`src/rtl/ws2812_rx_decoder.sv`:
```
// WS2812 receive decoder: synchronises the single-wire data line, measures each
// high pulse to recover bits, assembles GRB pixels and detects the latch gap.
// Optional macro WS_RX_PASSTHRU_EN builds a regenerated downstream line that
// swallows pixel 0 of each frame and forwards the rest.
module ws2812_rx_decoder #(
    parameter int CLK_CNT    = 125,
    parameter int BIT_THRESH = 60,
    parameter int MIN_HIGH   = 10,
    parameter int MAX_HIGH   = 110,
    parameter int RESET_GAP  = 5000
) (
    input  logic       i_clk,
    input  logic       rst_n,
    input  logic       i_din,
    output logic [7:0] o_green,
    output logic [7:0] o_red,
    output logic [7:0] o_blue,
    output logic       o_pix_valid,
    output logic [7:0] o_pix_index,
    output logic       o_frame_done,
    output logic       o_err,
    output logic       o_busy,
    output logic       o_dout
);

    // A valid high pulse must fit inside a bit period and the 0/1 threshold
    // must lie inside the accepted pulse window.
    if (MAX_HIGH >= CLK_CNT || BIT_THRESH <= MIN_HIGH || BIT_THRESH > MAX_HIGH
        || MAX_HIGH > 254 || RESET_GAP > 16383) begin : g_param_check
        $error("ws2812_rx_decoder: inconsistent timing parameters");
    end

    localparam logic [7:0]  THRESH_C = 8'(BIT_THRESH);
    localparam logic [7:0]  MIN_C    = 8'(MIN_HIGH);
    localparam logic [7:0]  MAX_C    = 8'(MAX_HIGH);
    localparam logic [13:0] GAP_C    = 14'(RESET_GAP);

    typedef enum logic [1:0] {ST_SYNC, ST_IDLE, ST_HIGH, ST_LOW} state_t;

    state_t      state_q;
    logic        sync1_q, din_s_q, din_prev_q;
    logic [7:0]  high_cnt_q;
    logic [13:0] low_cnt_q;
    logic [4:0]  bit_cnt_q;
    logic [23:0] sh_q;
    logic [7:0]  pix_idx_q;
    logic [7:0]  green_q, red_q, blue_q, pix_index_q;
    logic        pix_valid_q, frame_done_q, err_q;

    logic        rise, fall, bit_val;
    logic [23:0] sh_d;

    assign rise    = din_s_q & ~din_prev_q;
    assign fall    = ~din_s_q & din_prev_q;
    assign bit_val = (high_cnt_q >= THRESH_C);
    assign sh_d    = {sh_q[22:0], bit_val};

    // Two-flop synchroniser plus one delayed copy for edge detection.
    always_ff @(posedge i_clk or negedge rst_n) begin
        if (!rst_n) begin
            sync1_q    <= 1'b0;
            din_s_q    <= 1'b0;
            din_prev_q <= 1'b0;
        end else begin
            sync1_q    <= i_din;
            din_s_q    <= sync1_q;
            din_prev_q <= din_s_q;
        end
    end

    // Decoder FSM: pulse measurement, bit assembly, pixel strobe and gap detection.
    always_ff @(posedge i_clk or negedge rst_n) begin
        if (!rst_n) begin
            state_q      <= ST_SYNC;
            high_cnt_q   <= '0;
            low_cnt_q    <= '0;
            bit_cnt_q    <= '0;
            sh_q         <= '0;
            pix_idx_q    <= '0;
            green_q      <= '0;
            red_q        <= '0;
            blue_q       <= '0;
            pix_index_q  <= '0;
            pix_valid_q  <= 1'b0;
            frame_done_q <= 1'b0;
            err_q        <= 1'b0;
        end else begin
            pix_valid_q  <= 1'b0;
            frame_done_q <= 1'b0;
            err_q        <= 1'b0;
            case (state_q)
                ST_SYNC: begin
                    // Wait for a full latch gap before trusting bit boundaries.
                    if (din_s_q) begin
                        low_cnt_q <= '0;
                    end else if (low_cnt_q >= GAP_C) begin
                        low_cnt_q <= '0;
                        state_q   <= ST_IDLE;
                    end else begin
                        low_cnt_q <= low_cnt_q + 14'd1;
                    end
                end
                ST_IDLE: begin
                    if (rise) begin
                        state_q    <= ST_HIGH;
                        high_cnt_q <= 8'd1;
                        bit_cnt_q  <= '0;
                        sh_q       <= '0;
                        pix_idx_q  <= '0;
                    end
                end
                ST_HIGH: begin
                    if (fall) begin
                        if (high_cnt_q < MIN_C) begin
                            err_q     <= 1'b1;
                            low_cnt_q <= '0;
                            state_q   <= ST_SYNC;
                        end else begin
                            sh_q      <= sh_d;
                            low_cnt_q <= 14'd1;
                            state_q   <= ST_LOW;
                            if (bit_cnt_q == 5'd23) begin
                                green_q     <= sh_d[23:16];
                                red_q       <= sh_d[15:8];
                                blue_q      <= sh_d[7:0];
                                pix_valid_q <= 1'b1;
                                pix_index_q <= pix_idx_q;
                                bit_cnt_q   <= '0;
                                if (pix_idx_q != 8'hFF) begin
                                    pix_idx_q <= pix_idx_q + 8'd1;
                                end
                            end else begin
                                bit_cnt_q <= bit_cnt_q + 5'd1;
                            end
                        end
                    end else if (high_cnt_q > MAX_C) begin
                        err_q     <= 1'b1;
                        low_cnt_q <= '0;
                        state_q   <= ST_SYNC;
                    end else if (high_cnt_q != 8'hFF) begin
                        high_cnt_q <= high_cnt_q + 8'd1;
                    end
                end
                ST_LOW: begin
                    if (rise) begin
                        state_q    <= ST_HIGH;
                        high_cnt_q <= 8'd1;
                    end else if (low_cnt_q >= GAP_C) begin
                        // Latch gap: frame ends; leftover bits are a truncated pixel.
                        frame_done_q <= 1'b1;
                        err_q        <= (bit_cnt_q != 5'd0);
                        bit_cnt_q    <= '0;
                        sh_q         <= '0;
                        state_q      <= ST_IDLE;
                    end else if (low_cnt_q != 14'h3FFF) begin
                        low_cnt_q <= low_cnt_q + 14'd1;
                    end
                end
                default: state_q <= ST_SYNC;
            endcase
        end
    end

    assign o_green      = green_q;
    assign o_red        = red_q;
    assign o_blue       = blue_q;
    assign o_pix_valid  = pix_valid_q;
    assign o_pix_index  = pix_index_q;
    assign o_frame_done = frame_done_q;
    assign o_err        = err_q;
    assign o_busy       = (state_q == ST_HIGH) || (state_q == ST_LOW);

`ifdef WS_RX_PASSTHRU_EN
    logic gate_q, dout_q;

    // Gate opens once pixel 0 is consumed, closes at frame end or loss of sync.
    always_ff @(posedge i_clk or negedge rst_n) begin
        if (!rst_n) begin
            gate_q <= 1'b0;
        end else if (frame_done_q || state_q == ST_SYNC) begin
            gate_q <= 1'b0;
        end else if (pix_valid_q) begin
            gate_q <= 1'b1;
        end
    end

    // Regenerated line: synchronised input delayed one more cycle, gated.
    always_ff @(posedge i_clk or negedge rst_n) begin
        if (!rst_n) begin
            dout_q <= 1'b0;
        end else begin
            dout_q <= din_s_q & gate_q;
        end
    end

    assign o_dout = dout_q;
`else
    assign o_dout = 1'b0;
`endif

endmodule

```
`config.mk`:
```
export PLATFORM = sky130hd
export DESIGN_NAME = ws2812_rx_decoder
export DESIGN_NICKNAME = d
export VERILOG_FILES = /design/src/rtl/ws2812_rx_decoder.sv
export SDC_FILE = /design/constraint.sdc
export NUM_CORES = 1
export LEC_CHECK = 0
export CORE_ASPECT_RATIO = 1.25
export CORE_MARGIN = 2
export CORE_UTILIZATION = 45
export DETAILED_ROUTE_END_ITERATION = 10
export PLACE_DENSITY = 0.63
export SLEW_MARGIN = 20
export SYNTH_ARGS = -nofsm -noshare
export SYNTH_HDL_FRONTEND = slang
export SYNTH_SLANG_ARGS = --single-unit
```
`constraint.sdc`:
```
create_clock -name i_clk -period 3 [get_ports i_clk]
set_input_delay 0.45 -clock i_clk [delete_from_list [all_inputs] [get_ports i_clk]]
set_output_delay 0.45 -clock i_clk [all_outputs]
set_load 0.05 [all_outputs]
```
==> impl_results.md <==
- Die X: 92.5 um
- Tot GR Track Use: 16.3%
- Fin crit share: 78.6%
- Max FO, Critical Path: 16
- Slew Limit Headroom: 56.5%
- Clk root buf: clkbuf_16
- Boundary pin count: 40
- Final min period: 2360 ps
- # resized after CTS: 0
- Clock slew at reported path FFs: 70 ps
- Antenna-violating nets left: 0
- # diodes: 0
- Largest net degree at the start of global routing: 44
- Area leader, netlist: dfrtp_1
- Commonest non-fill, non-tap cell in the layout: dfrtp_1
- Drt total wl: 8160 um
- Distinct cells, synth: 59
- Sequential area share after synthesis: 55.6%
- Slowest stage delay, CP: 910 ps
- # Post-CTS Setup Buffers: 0
- CTS tree: yes
- First-pass GRT wire length: 13700 um
- Remaining routing DRC violations: 0
- Max-slew violations: 0
- HP Class: in2async
- Final setup fails: 0
- Initial antenna violation count: 0
- Outcome: finished clean
- Static leakage: 2.40 nW
- Fin nets: 414
- Port-buffer cells: 38
- Dpl ws: 659 ps
- CTS max path bufs: 2
- Placed Instances: 519
- Worst Path Buf+Inv: 1
- Worst slew pin tran: 651 ps
- Finished Layout Cells: 535
- DR vias: 2920
- Mapped Nets: 375
- Path type of the worst setup path: reg2out
- Num CTS Buffers: 9
- Clock Latency Late Sink: 330 ps
- Synth area leaders: dfrtp_1 56%, mux2_2 7.9%, a22o_1 4.8%
- Initial Utilization: 46.1%
- 1st-iter DRT viols: 115
- Worst setup SP type: flop
- Number of fill cells in the layout: 809
- Worst path cell trace: clkdlybuf4s50_1
- PwrDens: 508 nW/um^2
- Most frequent cells in the layout: 98 x dfrtp_1, 37 x clkdlybuf4s50_1, 31 x mux2_2, 24 x a22o_1, 19 x nand2_1
- Syn_area_per_cell: 12.1 um^2
- Fmax: 424 MHz
- Per-cell routed wire length: 15.3 um
- Die height: 115 um
- CP Capture Type: output port
- CP arrival: 1910 ps
- Vias in the first global route: 2824
- FFs w/ async S/R, synth: 100%
- CTS H-tree lvls: 3
- FF+latch count, synth: 98
- Final hold viol count: 0
- Tot Pwr: 0.00265 W
- Synth top area share: 55.6%
- Fin util: 54.7%
- Worst VDD drop: 280 uV
- Clk sinks: 98
- Avg Vias per Cell: 5.46
- Crit path required time: 2550 ps
- Yosys warns: 0
- RSZ-0062 raised after global routing: false
- Largest delay share family, worst path: buffers and inverters
- Post-synthesis cell area: 4410 um^2
- Post-synth EDFFs: 0
- Setup TNS: 0 ps
- FP Rows: 40
- Share of layout cells above drive strength 1: 17.1%
- Layout Skew: 5.73 ps
- Area of the die: 10600 um^2
- Max-cap violation count: 0
- Slowest-stage cell, CP: clkdlybuf4s50_1
- Core Region: 9560 um^2
- Area grow syn2layout: 18.5%
- Post-DP HPWL: 5570 um
- Cell count after synthesis: 365
- Drt pass-1 iters: 4
- Final setup margin: 643 ps
- Final RePlAce weighted congestion: 0.793
- Ys flop type: dfrtp_1
- Cts hold-fix bufs: 0
- Grt ovf: 0
-- path summary, 6_finish.rpt --
path,endpoint,cells past startpoint,slack (ps),from
worst max-delay path,o_busy,1,640,state_q[1]$_DFFE_PN0P_
worst min-delay path,o_pix_index[3]$_DFFE_PN0P_,1,90,rst_n
min in group i_clk,din_s_q$_DFF_PN0_,0,360,sync1_q$_DFF_PN0_
worst max register to register,bit_cnt_q[3]$_DFFE_PN0P_,6,660,state_q[1]$_DFFE_PN0P_
worst min register to register,din_s_q$_DFF_PN0_,0,360,sync1_q$_DFF_PN0_
max in group asynchronous,low_cnt_q[1]$_DFFE_PN0P_,2,2210,rst_n
-- logic make-up after synthesis --
group	synth area share [%]
flip-flops	55.6
AND/OR/NAND/NOR	13.1
AO/OA/AOI/OAI	16.0
adder cells (fa/ha/maj)	1.99
other	0.0850
XOR/XNOR	1.59
buffers and inverters	3.23
multiplexers	8.37
-- through the flow --
stage | instance area [um^2] | hold slack [ps]
after floorplan | 4410 | 154
after global placement | 4920 | 339
after detailed placement | 4920 | 341
after CTS | 5230 | 119
after global routing | 5230 | 141
final | 5230 | 92.0
-- routing by layer --
metal	GRT usage (%)	part of all wire [%]	up-vias	routed length [um]
met5	0	0	-	0
met4	5.67	1.2	0	97
met3	3.62	2.6	9	211
met2	27.4	49	40	4020
met1	20.9	47	1445	3840
li1	-	-	1426	-
-- state kept, by name, indices dropped and copies added, names as in the netlist, 8 cells and up --
| name | count |
|---|---|
| high_cnt_q | 8 |
| sh_q | 23 |
| o_red | 8 |
| o_pix_index | 8 |
| o_green | 8 |
| low_cnt_q | 14 |
| pix_idx_q | 8 |
| o_blue | 8 |
-- area by class of cell --
cell class	count	area (um^2)	area share [%]
clock buffer	10	239	4.57
clock inverter	6	65.1	1.25
inverter	9	33.8	0.647
multi-input combinational	241	1820	34.9
sequential	98	2450	46.9
tap	126	158	3.02
timing repair buffer	45	455	8.72
-- power breakdown --
group	switching (W)	internal, W
Combinational	0.0000684	0.0000466
Clock	0.000483	0.000670
Sequential	0.0000378	0.00135
Total	0.000589	0.00206
-- synth_stat cells (5+ instances only) --
master    n
a21oi_1  15
a22o_1   24
a31oi_1   7
and2_1    5
and3_1    8
buf_2     6
dfrtp_1  98
ha_1      7
inv_1     9
mux2_2   31
nand2_1  19
nand3_1  17
nand4_1   5
nor2_1   17
o21ai_0  15
xor2_1    6
Power figures use the tool's default switching activity.
